[src/rtl/data_mem_pkg.sv]
`timescale 1ns/1ps
// Shared defaults for the data memory: word/address widths and the word type.
package data_mem_pkg;
  localparam int DATA_W = 8;
  localparam int ADDR_W = 8;

  typedef logic [DATA_W-1:0] word_t;
endpackage

[src/rtl/data_mem_if.sv]
`timescale 1ns/1ps
// Bus between a data-memory user (master) and the data memory (slave).
interface data_mem_if
  import data_mem_pkg::*;
#(
  parameter int W = DATA_W,
  parameter int A = ADDR_W
);
  logic [A-1:0] DataAddress;
  logic         ReadMem;
  logic         WriteMem;
  logic [W-1:0] DataIn;
  logic [W-1:0] DataOut;

  modport master (
    output DataAddress, ReadMem, WriteMem, DataIn,
    input  DataOut
  );

  modport slave (
    input  DataAddress, ReadMem, WriteMem, DataIn,
    output DataOut
  );
endinterface

[src/rtl/data_mem.sv]
`timescale 1ns/1ps
// Single-port data memory: synchronous write, combinational read,
// asynchronous active-low clear of the whole array.
module data_mem
  import data_mem_pkg::*;
#(
  parameter int W = DATA_W,
  parameter int A = ADDR_W
)
(
  input logic      clk,
  input logic      reset,
  data_mem_if.slave bus
);

  logic [W-1:0] mem_core [0:(2**A)-1];

  // Plain always rather than always_ff so mem_core can also be
  // assigned hierarchically from outside as a backdoor.
  always @(posedge clk or negedge reset) begin
    if (!reset) begin
      for (int i = 0; i < 2**A; i++) begin
        mem_core[i] <= '0;
      end
    end else if (bus.WriteMem) begin
      mem_core[bus.DataAddress] <= bus.DataIn;
    end
  end

  assign bus.DataOut = bus.ReadMem ? mem_core[bus.DataAddress] : '0;

endmodule

[src/flat_wrapper.sv]
// flat-port wrapper written by rule: the top's interface ports become plain ports
module data_mem_flat import data_mem_pkg::*;
#(
  parameter int W = DATA_W,
  parameter int A = ADDR_W
)
  (clk, reset, bus_DataAddress, bus_ReadMem, bus_WriteMem, bus_DataIn, bus_DataOut);
  data_mem_if #(.W(W), .A(A)) bus_i ();
  input logic clk;
  input logic reset;
  input wire logic [$bits(bus_i.DataAddress)-1:0] bus_DataAddress;
  input wire logic [$bits(bus_i.ReadMem)-1:0] bus_ReadMem;
  input wire logic [$bits(bus_i.WriteMem)-1:0] bus_WriteMem;
  input wire logic [$bits(bus_i.DataIn)-1:0] bus_DataIn;
  output wire logic [$bits(bus_i.DataOut)-1:0] bus_DataOut;
  assign bus_i.DataAddress = bus_DataAddress;
  assign bus_i.ReadMem = bus_ReadMem;
  assign bus_i.WriteMem = bus_WriteMem;
  assign bus_i.DataIn = bus_DataIn;
  assign bus_DataOut = bus_i.DataOut;
  data_mem #(.W(W), .A(A)) u_core (.clk(clk), .reset(reset), .bus(bus_i));
endmodule
[config.mk]
export PLATFORM = sky130hd
export DESIGN_NAME = data_mem_flat
export DESIGN_NICKNAME = d
export VERILOG_FILES = /design/src/rtl/data_mem_pkg.sv /design/src/rtl/data_mem_if.sv /design/src/rtl/data_mem.sv /design/src/flat_wrapper.sv
export SDC_FILE = /design/constraint.sdc
export NUM_CORES = 2
export LEC_CHECK = 0
export CORE_MARGIN = 4
export CORE_UTILIZATION = 25
export DETAILED_ROUTE_END_ITERATION = 7
export GPL_ROUTABILITY_DRIVEN = 0
export GPL_TIMING_DRIVEN = 0
export SYNTH_ARGS = -nofsm -noshare
export SYNTH_HDL_FRONTEND = slang
export SYNTH_SLANG_ARGS = --single-unit
export TNS_END_PERCENT = 100
[constraint.sdc]
create_clock -name clk -period 13.9 [get_ports clk]
set_input_delay 4.17 -clock clk [delete_from_list [all_inputs] [get_ports clk]]
set_output_delay 4.17 -clock clk [all_outputs]
set_load 0.005 [all_outputs]
======== Word-level counts from Yosys, hierarchy flattened ========
Index checks and enable logic that the tools add are counted.
cells by class
  mux-type cells .......................... 7
  order comparisons ....................... 2
  bitwise logic cells ..................... 1
  reduce and logical (&&, ||, !) cells .... 1
operators with widths
  kind                                                         count
  bitwise mux 2048 bit                                         1
  binary-select mux 8 bit (select 8 bit)                       1
  demux 8 bit (select 8 bit)                                   1
  two-way mux 8 bit                                            4
  greater-or-equal comparator 9 bit (second input constant)    1
  less-than comparator 9 x 1 -> 1 bit (second input constant)  1
  inverter 8 -> 9 bit                                          1
  logical AND 1 bit                                            1
word-level totals
  bits of input ports ..................... 20
  output and inout port bits .............. 8
  register bits after elaboration ......... 2048

======== Depth between registers and ports, before layout ========
  depth after elaboration ................. 6
  mapped depth ............................ 13
  depth with buffers taken out ............ 7

======== Worst setup path before layout ========
No wires, ideal clock.
  path type ............................... input to output
  start ................................... input port bus_DataAddress[0]
  end ..................................... output port bus_DataOut[1]
  stages on the path ...................... 9
  slack ................................... 3.757 ns
  data required time ...................... 9.730 ns
  data arrival time ....................... 5.973 ns
  cells stage by stage .................... buf_6 > buf_8 > buf_2 > mux4_2 > a22oi_1 > nand2_1 > a22oi_1 > o211ai_1 > and4b_1
on the way
  longest elaborated chain between the ends .. 5
ends and longest elaborated chain
  what                                                  RTL line            RTL
  from (decl)                                           flat_wrapper.sv:11  input wire logic [$bits(bus_i.DataAddress)-1:0] bus_DataAddress;
  inverter 8 -> 9 bit (implied by the code)             data_mem.sv:30      assign bus.DataOut = bus.ReadMem ? mem_core[bus.DataAddress] : '0;
  binary-select mux 8 bit (select 8 bit)                data_mem.sv:30
  two-way mux 8 bit (implied by the code) (2 in a row)  data_mem.sv:30
  two-way mux 8 bit                                     data_mem.sv:30
  to (decl)                                             flat_wrapper.sv:15  output wire logic [$bits(bus_i.DataOut)-1:0] bus_DataOut;
No other way between the ends. The select of a mux whose other input is x is not followed.

======== Worst setup path after layout ========
  start ................................... input port bus_DataAddress[1]
  end ..................................... output port bus_DataOut[5]
Same word-level chain as after synthesis.

==> impl_metrics.env <==
export IMPL_ys_seq_elements=2048
export IMPL_max_freq_mhz=71.3
export IMPL_synth_seq_area_share=0.539
export IMPL_fill_cells=37600
export IMPL_dr_pass1_iters=6
export IMPL_peakVddDrop_mv=0.109
export IMPL_drv_cap=4
export IMPL_crit_fanout=11
export IMPL_multiInputGateArea_sq_um=41200
export IMPL_wl_per_cell_um=31.8
export IMPL_wirelength_um=373000
export IMPL_root_buffer="clkbuf_16"
export IMPL_htreeDepth=4
export IMPL_ff_latch_area_sq_um=51200
export IMPL_rsz0062_at_grt="false"
export IMPL_synth_edff_count=0
export IMPL_async_reset_ff_frac=1.00
export IMPL_rows=226
export IMPL_cts_buffers=218
export IMPL_first_global_vias=64100
export IMPL_finalPower_mw=13.8
export IMPL_power_density_nw_per_um2=126
export IMPL_dpl_hpwl_um=264000
export IMPL_syn_to_final_growth_pct=15.4
export IMPL_setup_viol=3
export IMPL_dieArea_sq_um=390000
export IMPL_syn_avg_cell_area_sq_um=15.1
export IMPL_hold_violations=0
export IMPL_worstSkewPairLatency_ps=850
export IMPL_setup_slack_ps=-128
export IMPL_post_route_period_util=1.01
export IMPL_grt_pass1_wl_um=515000
export IMPL_top_register="u_core.mem_core"
export IMPL_worst_slew_pin_slew_ps=1590
export IMPL_status="complete, but fails checks"
export IMPL_leakage_nw=50.4
export IMPL_crit_path_end_kind="output port"
export IMPL_synthesis_nets=6293
export IMPL_antenna_found_initial=33
export IMPL_drc=0
export IMPL_finalSetupTns_ps=-183
export IMPL_clkTransAtPathRegs_ps=60
export IMPL_reg_top3="u_core.mem_core: 2048 flops"
export IMPL_required_ps=9730
export IMPL_largest_reg_flops=2048
export IMPL_synthDistinctLibCells=64
export IMPL_worstSetupPathType="in -> out"
export IMPL_fin_crit_ps=14030
export IMPL_grt_max_degree=195
export IMPL_violations="max-capacitance violations, max-slew violations, negative setup slack"
export IMPL_dpl_cell_area_sq_um=102000
export IMPL_ant_nets=0
export IMPL_yosys_warnings=0
export IMPL_ys_flop_type="dfrtp_1"
export IMPL_avgViaCountPerCell=5.27
export IMPL_core_region_area_sq_um=379000
export IMPL_layout_drive_gt1_share=0.473
export IMPL_pin_count=28
export IMPL_io_buffers=14
export IMPL_design_area_sq_um=110000
export IMPL_syn_cell_area_sq_um=95000
export IMPL_synthCells=6273
export IMPL_clkSinkCount=2048
export IMPL_hold_class="reg -> reg"
export IMPL_worstPathArrival_ps=9860
export IMPL_grt_usage=0.186
export IMPL_overflow=0
export IMPL_finClkSkew_ps=0
export IMPL_slew_viol_final=18
export IMPL_num_vias=62000
export IMPL_initial_utilization=0.251
export IMPL_clock_path_buffers=3
export IMPL_dr_first_iter_drc_count=7767
export IMPL_startpoint_type="input port"
export IMPL_final_net_count=6554
export IMPL_cts_tree="yes"
export IMPL_relSlewSlack=-0.0628
export IMPL_die_w_um=625
export IMPL_die_y_um=625
export IMPL_final_util=0.290
==> cells by family (layout without fill, tap and decap cells) <==
group / after synthesis / after routing / share of synthesized area
AO/OA/AOI/OAI: 432 / 432 / 0.0320
other: 0 / 19 / 0
flip-flops: 2048 / 2048 / 0.539
buffers and inverters: 471 / 915 / 0.0277
AND/OR/NAND/NOR: 551 / 551 / 0.0382
multiplexers: 2771 / 2771 / 0.363
==> area by class of cell <==
type	instances	area share
clock inverter	58	0.00647
inverter	2	0.0000684
timing repair buffer	41	0.00713
tap	5016	0.0572
buffer	469	0.0243
multi-input combinational	3754	0.375
sequential	2048	0.467
antenna	19	0.000433
clock buffer	345	0.0617
==> routing by layer <==
layer | track usage | wire [um]
met5 | 0 | 104
met1 | 0.235 | 146000
met2 | 0.274 | 161000
met4 | 0.120 | 28200
met3 | 0.0600 | 38000
==> where the power goes <==
group          switching, mW  total (mW)  internal (mW)
Combinational          0.857        1.33          0.474
Clock                   2.57        6.06           3.49
Sequential             0.151        6.40           6.25
==> synth_stat cells (all sizes together) (14+ instances only) <==
master / count / area [sq um]
nor2b: 14 / 87.6
mux2i: 383 / 3830
mux4: 324 / 7390
a221oi: 57 / 531
buf: 173 / 1510
clkbuf: 296 / 1120
nand2b: 16 / 100
nor2: 237 / 1900
nand3: 31 / 155
nand2: 158 / 708
a22oi: 126 / 946
nor4: 23 / 144
o22ai: 93 / 582
a31oi: 29 / 181
o21ai: 39 / 195
a21oi: 39 / 195
dfrtp: 2048 / 51200
mux2: 2064 / 23200
nand4: 21 / 131
==> layout by cell type, fill, tap and decap left out, types with 13 or more instances in the layout <==
| master | synthesis | routed |
|---|---|---|
| mux4_2 | 298 | 298 |
| clkbuf_8 | 0 | 77 |
| nor2b_1 | 14 | 13 |
| nor2_2 | 73 | 74 |
| a21oi_1 | 39 | 39 |
| buf_8 | 18 | 19 |
| clkbuf_16 | 0 | 221 |
| clkdlybuf4s50_1 | 0 | 13 |
| clkbuf_2 | 1 | 30 |
| diode_2 | 0 | 19 |
| nor2_4 | 110 | 110 |
| buf_6 | 35 | 36 |
| nand2_1 | 112 | 112 |
| mux4_1 | 25 | 25 |
| nand2_2 | 46 | 46 |
| nor4_1 | 23 | 22 |
| mux2_1 | 19 | 19 |
| buf_16 | 0 | 19 |
| nand4_1 | 21 | 21 |
| dfrtp_1 | 2048 | 2048 |
| o22ai_1 | 93 | 93 |
| buf_12 | 10 | 14 |
| mux2i_1 | 383 | 383 |
| a22oi_1 | 126 | 125 |
| clkbuf_1 | 294 | 313 |
| nand2b_1 | 16 | 16 |
| nand3_1 | 31 | 31 |
| buf_2 | 69 | 67 |
| a31oi_1 | 29 | 28 |
| nor2_1 | 54 | 53 |
| mux2_2 | 2045 | 2045 |
| clkinv_2 | 0 | 34 |
| a221oi_1 | 52 | 52 |
| buf_4 | 38 | 43 |
| o21ai_0 | 37 | 37 |
==> critical path, stage by stage <==
cell and delay (ps):
clkdlybuf4s50_1 700, buf_4 310, buf_2 470, buf_2 740, mux4_2 420, a22oi_1 360, nand2_1 230, a22oi_1 1080
o211ai_1 440, and4b_1 420, clkdlybuf4s50_1 470
==> through the flow <==
| step | hold WS [ps] | worst slack (ps) | cells |
|---|---|---|---|
| 3_3_place_gp | 469 | -80140 | 11300 |
| 4_1_cts | 494 | 54.8 | 11700 |
| 2_1_floorplan | 459 | 3760 | 6273 |
| 3_5_place_dp | 480 | -688 | 11300 |
| 5_1_grt | 504 | 76.1 | 11700 |
| 6_report | 490 | -128 | 11800 |
==> path summary, 6_finish.rpt <==
check	start	endpoint	slack, ps	cells past startpoint
min	u_core.mem_core[1535]	u_core.mem_core[1535]	490	1
max in group asynchronous	reset	u_core.mem_core[798]	6940	6
min in group asynchronous	reset	u_core.mem_core[1641]	3530	2
max	bus_DataAddress[1]	bus_DataOut[5]	-130	11
max reg2reg	u_core.mem_core[1780]	u_core.mem_core[1780]	13070	1
min reg2reg	u_core.mem_core[1535]	u_core.mem_core[1535]	490	1
==> timing repair <==
action / in CTS / in global routing
endpoints found under the setup margin: 7 / 3
gates resized for setup: 4 / 3
buffers inserted: 0 / 3
hold buffers: 0 / 0
Note: power is estimated with default switching activity, not from simulation.
